===== src/rtl/user_stream_fifo_if.sv =====
// Stream handshake bundle between a producer/consumer pair and user_stream_fifo.
// The FIFO takes the slave view; the environment driving it takes the master view.
interface user_stream_fifo_if #(
    parameter int PAYLOAD_BITS = 32,
    parameter int DEPTH_BITS   = 4
);
    logic [PAYLOAD_BITS-1:0] din;
    logic                    din_vld;
    logic                    din_ack;
    logic [PAYLOAD_BITS-1:0] dout;
    logic                    dout_vld;
    logic                    dout_ack;
    logic [DEPTH_BITS:0]     count;
    logic                    almost_full;

    modport slave (
        input  din, din_vld, dout_ack,
        output din_ack, dout, dout_vld, count, almost_full
    );

    modport master (
        output din, din_vld, dout_ack,
        input  din_ack, dout, dout_vld, count, almost_full
    );
endinterface


===== src/rtl/user_stream_fifo.sv =====
// First-word fall-through FIFO between a leaf interface and a user kernel.
// Handshake outputs depend only on registered state (plus reset for din_ack).
module user_stream_fifo #(
    parameter int PAYLOAD_BITS = 32,
    parameter int DEPTH_BITS   = 4,
    parameter int AFULL_LEVEL  = 12
) (
    input  logic                 clk,
    input  logic                 reset,
    user_stream_fifo_if.slave    bus
);
    localparam int                  DEPTH   = 1 << DEPTH_BITS;
    localparam logic [DEPTH_BITS:0] DEPTH_C = DEPTH[DEPTH_BITS:0];
    localparam logic [DEPTH_BITS:0] AFULL_C = AFULL_LEVEL[DEPTH_BITS:0];

    logic [PAYLOAD_BITS-1:0] mem_q [DEPTH];
    logic [DEPTH_BITS-1:0]   wr_ptr_q, wr_ptr_d;
    logic [DEPTH_BITS-1:0]   rd_ptr_q, rd_ptr_d;
    logic [DEPTH_BITS:0]     count_q, count_d;
    logic                    push, pop;

    assign bus.din_ack     = !reset && (count_q < DEPTH_C);
    assign bus.dout_vld    = (count_q != '0);
    assign bus.dout        = mem_q[rd_ptr_q];
    assign bus.count       = count_q;
    assign bus.almost_full = (count_q >= AFULL_C);

    // A pop on a full FIFO frees a slot only from the next cycle, since din_ack reads count_q.
    assign push = bus.din_vld && bus.din_ack;
    assign pop  = bus.dout_vld && bus.dout_ack && !reset;

    always_comb begin
        wr_ptr_d = wr_ptr_q;
        rd_ptr_d = rd_ptr_q;
        count_d  = count_q;
        if (push) begin
            wr_ptr_d = wr_ptr_q + DEPTH_BITS'(1);
        end
        if (pop) begin
            rd_ptr_d = rd_ptr_q + DEPTH_BITS'(1);
        end
        case ({push, pop})
            2'b10:   count_d = count_q + (DEPTH_BITS+1)'(1);
            2'b01:   count_d = count_q - (DEPTH_BITS+1)'(1);
            default: count_d = count_q;
        endcase
    end

    always_ff @(posedge clk) begin
        if (reset) begin
            wr_ptr_q <= '0;
            rd_ptr_q <= '0;
            count_q  <= '0;
        end else begin
            wr_ptr_q <= wr_ptr_d;
            rd_ptr_q <= rd_ptr_d;
            count_q  <= count_d;
        end
    end

    // Storage is deliberately left out of reset; the pointers alone define what is valid.
    always_ff @(posedge clk) begin
        if (push) begin
            mem_q[wr_ptr_q] <= bus.din;
        end
    end
endmodule


===== src/flat_wrapper.sv =====
// flat-port wrapper written by rule: the top's interface ports become plain ports
module user_stream_fifo_flat 
#(
    parameter int PAYLOAD_BITS = 32,
    parameter int DEPTH_BITS   = 4,
    parameter int AFULL_LEVEL  = 12
)
  (clk, reset, bus_din, bus_din_vld, bus_dout_ack, bus_din_ack, bus_dout, bus_dout_vld, bus_count, bus_almost_full);
  user_stream_fifo_if #(.PAYLOAD_BITS(PAYLOAD_BITS), .DEPTH_BITS(DEPTH_BITS)) bus_i ();
  input  logic clk;
  input  logic reset;
  input wire logic [$bits(bus_i.din)-1:0] bus_din;
  input wire logic [$bits(bus_i.din_vld)-1:0] bus_din_vld;
  input wire logic [$bits(bus_i.dout_ack)-1:0] bus_dout_ack;
  output wire logic [$bits(bus_i.din_ack)-1:0] bus_din_ack;
  output wire logic [$bits(bus_i.dout)-1:0] bus_dout;
  output wire logic [$bits(bus_i.dout_vld)-1:0] bus_dout_vld;
  output wire logic [$bits(bus_i.count)-1:0] bus_count;
  output wire logic [$bits(bus_i.almost_full)-1:0] bus_almost_full;
  assign bus_i.din = bus_din;
  assign bus_i.din_vld = bus_din_vld;
  assign bus_i.dout_ack = bus_dout_ack;
  assign bus_din_ack = bus_i.din_ack;
  assign bus_dout = bus_i.dout;
  assign bus_dout_vld = bus_i.dout_vld;
  assign bus_count = bus_i.count;
  assign bus_almost_full = bus_i.almost_full;
  user_stream_fifo #(.PAYLOAD_BITS(PAYLOAD_BITS), .DEPTH_BITS(DEPTH_BITS), .AFULL_LEVEL(AFULL_LEVEL)) u_core (.clk(clk), .reset(reset), .bus(bus_i));
endmodule

===== config.mk =====
export PLATFORM = sky130hd
export DESIGN_NAME = user_stream_fifo_flat
export DESIGN_NICKNAME = d
export VERILOG_FILES = /design/src/rtl/user_stream_fifo_if.sv /design/src/rtl/user_stream_fifo.sv /design/src/flat_wrapper.sv
export SDC_FILE = /design/constraint.sdc
export NUM_CORES = 1
export LEC_CHECK = 0
export ABC_CLOCK_PERIOD_IN_PS = 7500
export CORE_AREA = 10 10 214 216
export CTS_BUF_LIST = sky130_fd_sc_hd__clkbuf_8
export CTS_CLUSTER_DIAMETER = 150
export DETAILED_ROUTE_END_ITERATION = 10
export DIE_AREA = 0 0 224 226
export PLACE_DENSITY_LB_ADDON = 0.2
export SLEW_MARGIN = 10
export SYNTH_ARGS = -nofsm -noshare
export SYNTH_HDL_FRONTEND = slang
export SYNTH_SLANG_ARGS = --single-unit

===== constraint.sdc =====
create_clock -name clk -period 7.5 [get_ports clk]
set_input_delay 1.875 -clock clk [delete_from_list [all_inputs] [get_ports clk]]
set_output_delay 1.875 -clock clk [all_outputs]
set_load 0.05 [all_outputs]

# == Word level (Yosys, flattened, before mapping) ==
# Memory sizes are Yosys's and may differ from the RTL's. A register that Yosys moved wholly into a read port is not among the register bits.
# Index checks and enable logic that the tools add are counted.
# word_totals
regBits,13
latchBits,0
ram_bits,512
mem_bits_ro,0
inputBits,36
output_inout_bits,40
word_cells,24
n_memories,1
# mem_list
memory,words,width,read_ports,rd_clocked_by_memory_dff,wr,line_no,rtl
u_core.mem_q,16,32,1,1,1,user_stream_fifo.sv:16,logic [PAYLOAD_BITS-1:0] mem_q [DEPTH];
# op_classes
addsub,4
mul,0
div,0
order_cmp,2
n_eq_ne,2
shift,0
n_mux,5
bitwise,0
reduce_logical,7
# ops
op,n
$pmux 5 s2,1
$add 4x1->4 const B,2
$mux 4,2
$add 5x1->5 const B,1
$ge 5x4->1 const B,1
$lt 5x5->1 const B,1
$reduce_bool 5->1,1
$sub 5x1->5 const B,1
$logic_and 1x1->1,4
$eq 2x1->1 const B,1
$eq 2x2->1 const B,1
$mux 1,2
$reduce_bool 2->1,1
$logic_not 1->1,1

# == Longest topological paths before layout ==
# depth
word_depth,5
ltp_mapped,12
ltp_nobuf,10

# == Worst setup path before layout ==
# No wires, ideal clock.
# synth_timing
kind,input-to-output
start,in reset
end,out bus_din_ack
arrival_ns,2.944
slack_ns,2.681
path_stages,3
path_buffers,2
cell_sequence,clkbuf_1 -> buf_1 -> nor2_1
# synth_between
elab_chain_len,2
# synth_rtl
item,line_no,rtl
"start, declared",flat_wrapper.sv:11,input logic reset;
$logic_not 1->1,user_stream_fifo.sv:22,assign bus.din_ack = !reset && (count_q < DEPTH_C);
$logic_and 1x1->1,user_stream_fifo.sv:22,
"end, declared",flat_wrapper.sv:15,output wire logic [$bits(bus_i.din_ack)-1:0] bus_din_ack;
# Every way passes these cells.

==> flow_summary.yaml <==
status:
  status: "complete, no violations"
critical_path:
  crit_slowest_cell: "dfxtp_4"
  start_kind: "register"
  crit_chain: "buf_12 -> mux4_2 -> a22oi_1 -> nand2_1 -> clkdlybuf4s50_1"
  end_kind: "output pin"
  path_max_fanout: 47
  critical_path.max_stage_delay_ps: 980
  path_delay_family: "buffers and inverters"
  arrival_ps: 3830
  worstSetupPathType: "reg2out"
  path_buf_inv: 2
  required_ps: 5620
global_route:
  grt_max_degree: 60
  grt_pass1_vias: 10170
  grt_use_total_pct: 16.07
  grt_overflow: 0
  grt_pass1_wl_um: 61840
  antenna_found_initial: 0
drt:
  dr.pass1.iters: 5
  final_antenna_net_count: 0
  vias_per_cell: 5.729
  vias: 9293
  wl_per_cell_um: 24.47
  drc: 0
  drt_first_iter_violations: 678
  wirelength_um: 39690
sta:
  min_period_ps: 5705
  finalCritPeriodShare_pct: 76.07
  rsz0062_at_grt: "false"
  hold_viol_final: 0
  slew_headroom_pct: 21.50
  setup_viol: 0
  worstMarginPinSlew_ps: 1175
  drv_slew: 0
  fmax_mhz: 175.3
  fin_tns_setup_ps: 0
  skew_ps: 23.70
placed_design:
  portBuffers: 75
  gp_congestion: 0.7197
  place_inst: 1476
  dp_hpwl_um: 20410
synth:
  avgSynthCellArea_um2: 22.30
  yosys.area.top_type: "edfxtp_1"
  synth-async-reset-ratio_pct: 0
  synth_common_cells: "edfxtp_1, mux4_2, a22oi_1"
  synth_top_area_share_pct: 76.37
  syn_area_mm2: 0.02013
  synth.net_count: 948
  postSynthCellCount: 903
  ys_types: 46
  ys_top_cells_by_area: "edfxtp_1, mux4_2, a22oi_1"
  synth.most_common_cell: "edfxtp_1"
  ys_seq_area_share_pct: 78.06
  yosysWarnings: 0
  dominantRegCellSynth: "edfxtp_1"
  synth_enable_flop_cells: 512
  synth-seq-cells: 529
final_layout:
  num-fill-cells: 3147
  fin_cells: 1622
  syn_to_final_growth_pct: 13.85
  register_area_mm2: 0.01572
  final_nets: 1070
  drive_gt1_share_pct: 24.56
  multi_input_area_mm2: 0.004208
  diodes: 0
clock_network:
  clock_latency_ps: 620
  post_cts_buffers: 0
  cts_made_buffers: 86
  cts_tree: "done"
  clockBufferDepth: 3
  clk_pin_slew_ps: 60
  cts_resized: 0
  cts_max_level: 3
  cts_hold_buf: 0
  cts_root_buf: "clkbuf_8"
  cts.sinks: 529
power_and_ir_drop:
  p_sw_mw: 1.897
  leakage_nw: 7.167
  netSwitchingFraction_pct: 27.38
  vdd_drop_max_uv: 176.4
  power_frac_clock_pct: 31.4
  pwr-share-comb_pct: 19.4
  p_int_mw: 5.030
  pwr-share-seq_pct: 49.2
  power_density_mw_per_mm2: 302.2
floorplan:
  fp.dieH_um: 226
  initial_core_util_pct: 48.43
  die_w_um: 224
  num_rows: 75
  ios: 76
  die-area_mm2: 0.05062
  core_mm2: 0.04157
min_path:
  holdCritPathClass: "reg2reg"
job:
  maxCapViolCount: 0
[stage by stage]
step / cell area (um2) / hold slack, ps / worst slack, ps / total power, mW / utilization (%)
global route: 22920 / 615.8 / 1462 / 7.227 / 55.14
global placement: 21450 / 553.3 / 1905 / 4.838 / 51.59
floorplan: 20130 / 507.0 / 2681 / 4.458 / -
detailed placement: 21450 / 557.5 / 1923 / 4.846 / 51.59
finish: 22920 / 560.9 / 1795 / 6.927 / 55.14
CTS: 22920 / 565.9 / 1641 / 7.020 / 55.14
[power by group through the flow]
stage / combinational [mW] / sequential [mW] / clock [mW]
floorplan: 1.07 / 3.39 / 0
detailed placement: 1.37 / 3.48 / 0
CTS: 1.38 / 3.42 / 2.23
global placement: 1.36 / 3.48 / 0
global route: 1.44 / 3.43 / 2.36
finish: 1.34 / 3.41 / 2.18
[per-layer routing]
layer | share of wire [%] | vias up | routed length (um) | track usage [%]
met2 | 49 | 216 | 19480 | 25.53
met5 | 0 | - | 0 | 0
met3 | 3.9 | 59 | 1563 | 3.412
met4 | 1.8 | 0 | 731 | 4.914
met1 | 45 | 4960 | 17910 | 22.01
li1 | - | 4058 | - | -
[worst min-delay path, delay by kind of cell (launching register included)]
kind,cells,cell delay [ps]
xor+xnor,1,70
flops,1,350
simple gates,1,90
[sequential cells by signal, summed over array words and instances (netlist names), named ones only]
register	count
u_core.bus.count	5
u_core.mem_q	512
u_core.rd_ptr_q	4
u_core.wr_ptr_q	4
[cells in the final DEF (no fill, tap or decap), types with 13 or more instances in the layout]
cell type,n
clkdlybuf4s50_1,75
a22oi_1,64
clkbuf_8,90
dfxtp_1,15
inv_1,24
clkinv_1,25
mux4_2,128
and2_2,17
nor2_1,13
edfxtp_1,512
nand2_1,38
[worst paths after layout]
kind | from | to | slack (ps) | depth (start not counted)
worst min register to register | u_core.rd_ptr_q[2]$_SDFFE_PP0N_ | register | 560 | 2
worst max-delay path | register | bus_dout[4] | 1790 | 5
worst max register to register | u_core.bus.count[1]$_SDFFE_PP0P_ | u_core.bus.count[4]$_SDFFE_PP0P_ | 4460 | 10
worst min-delay path | u_core.rd_ptr_q[2]$_SDFFE_PP0N_ | register | 560 | 2
[layout make-up]
| class | instances | share of cell area (%) |
|---|---|---|
| multi-input cells | 320 | 18.36 |
| clock inverters | 56 | 1.032 |
| flip-flops and latches | 529 | 68.59 |
| inverters | 5 | 0.08188 |
| well taps | 539 | 2.942 |
| repair buffers | 83 | 3.592 |
| clock buffers | 90 | 5.404 |
[logic make-up after synthesis]
kind of cell / synth area share (%)
buf+inv: 1.262
mux: 14.42
fa+ha+maj: 0.5593
compound gates: 2.983
simple gates: 2.374
flops: 78.06
xor+xnor: 0.3480
(Power assumes the default switching activity.)
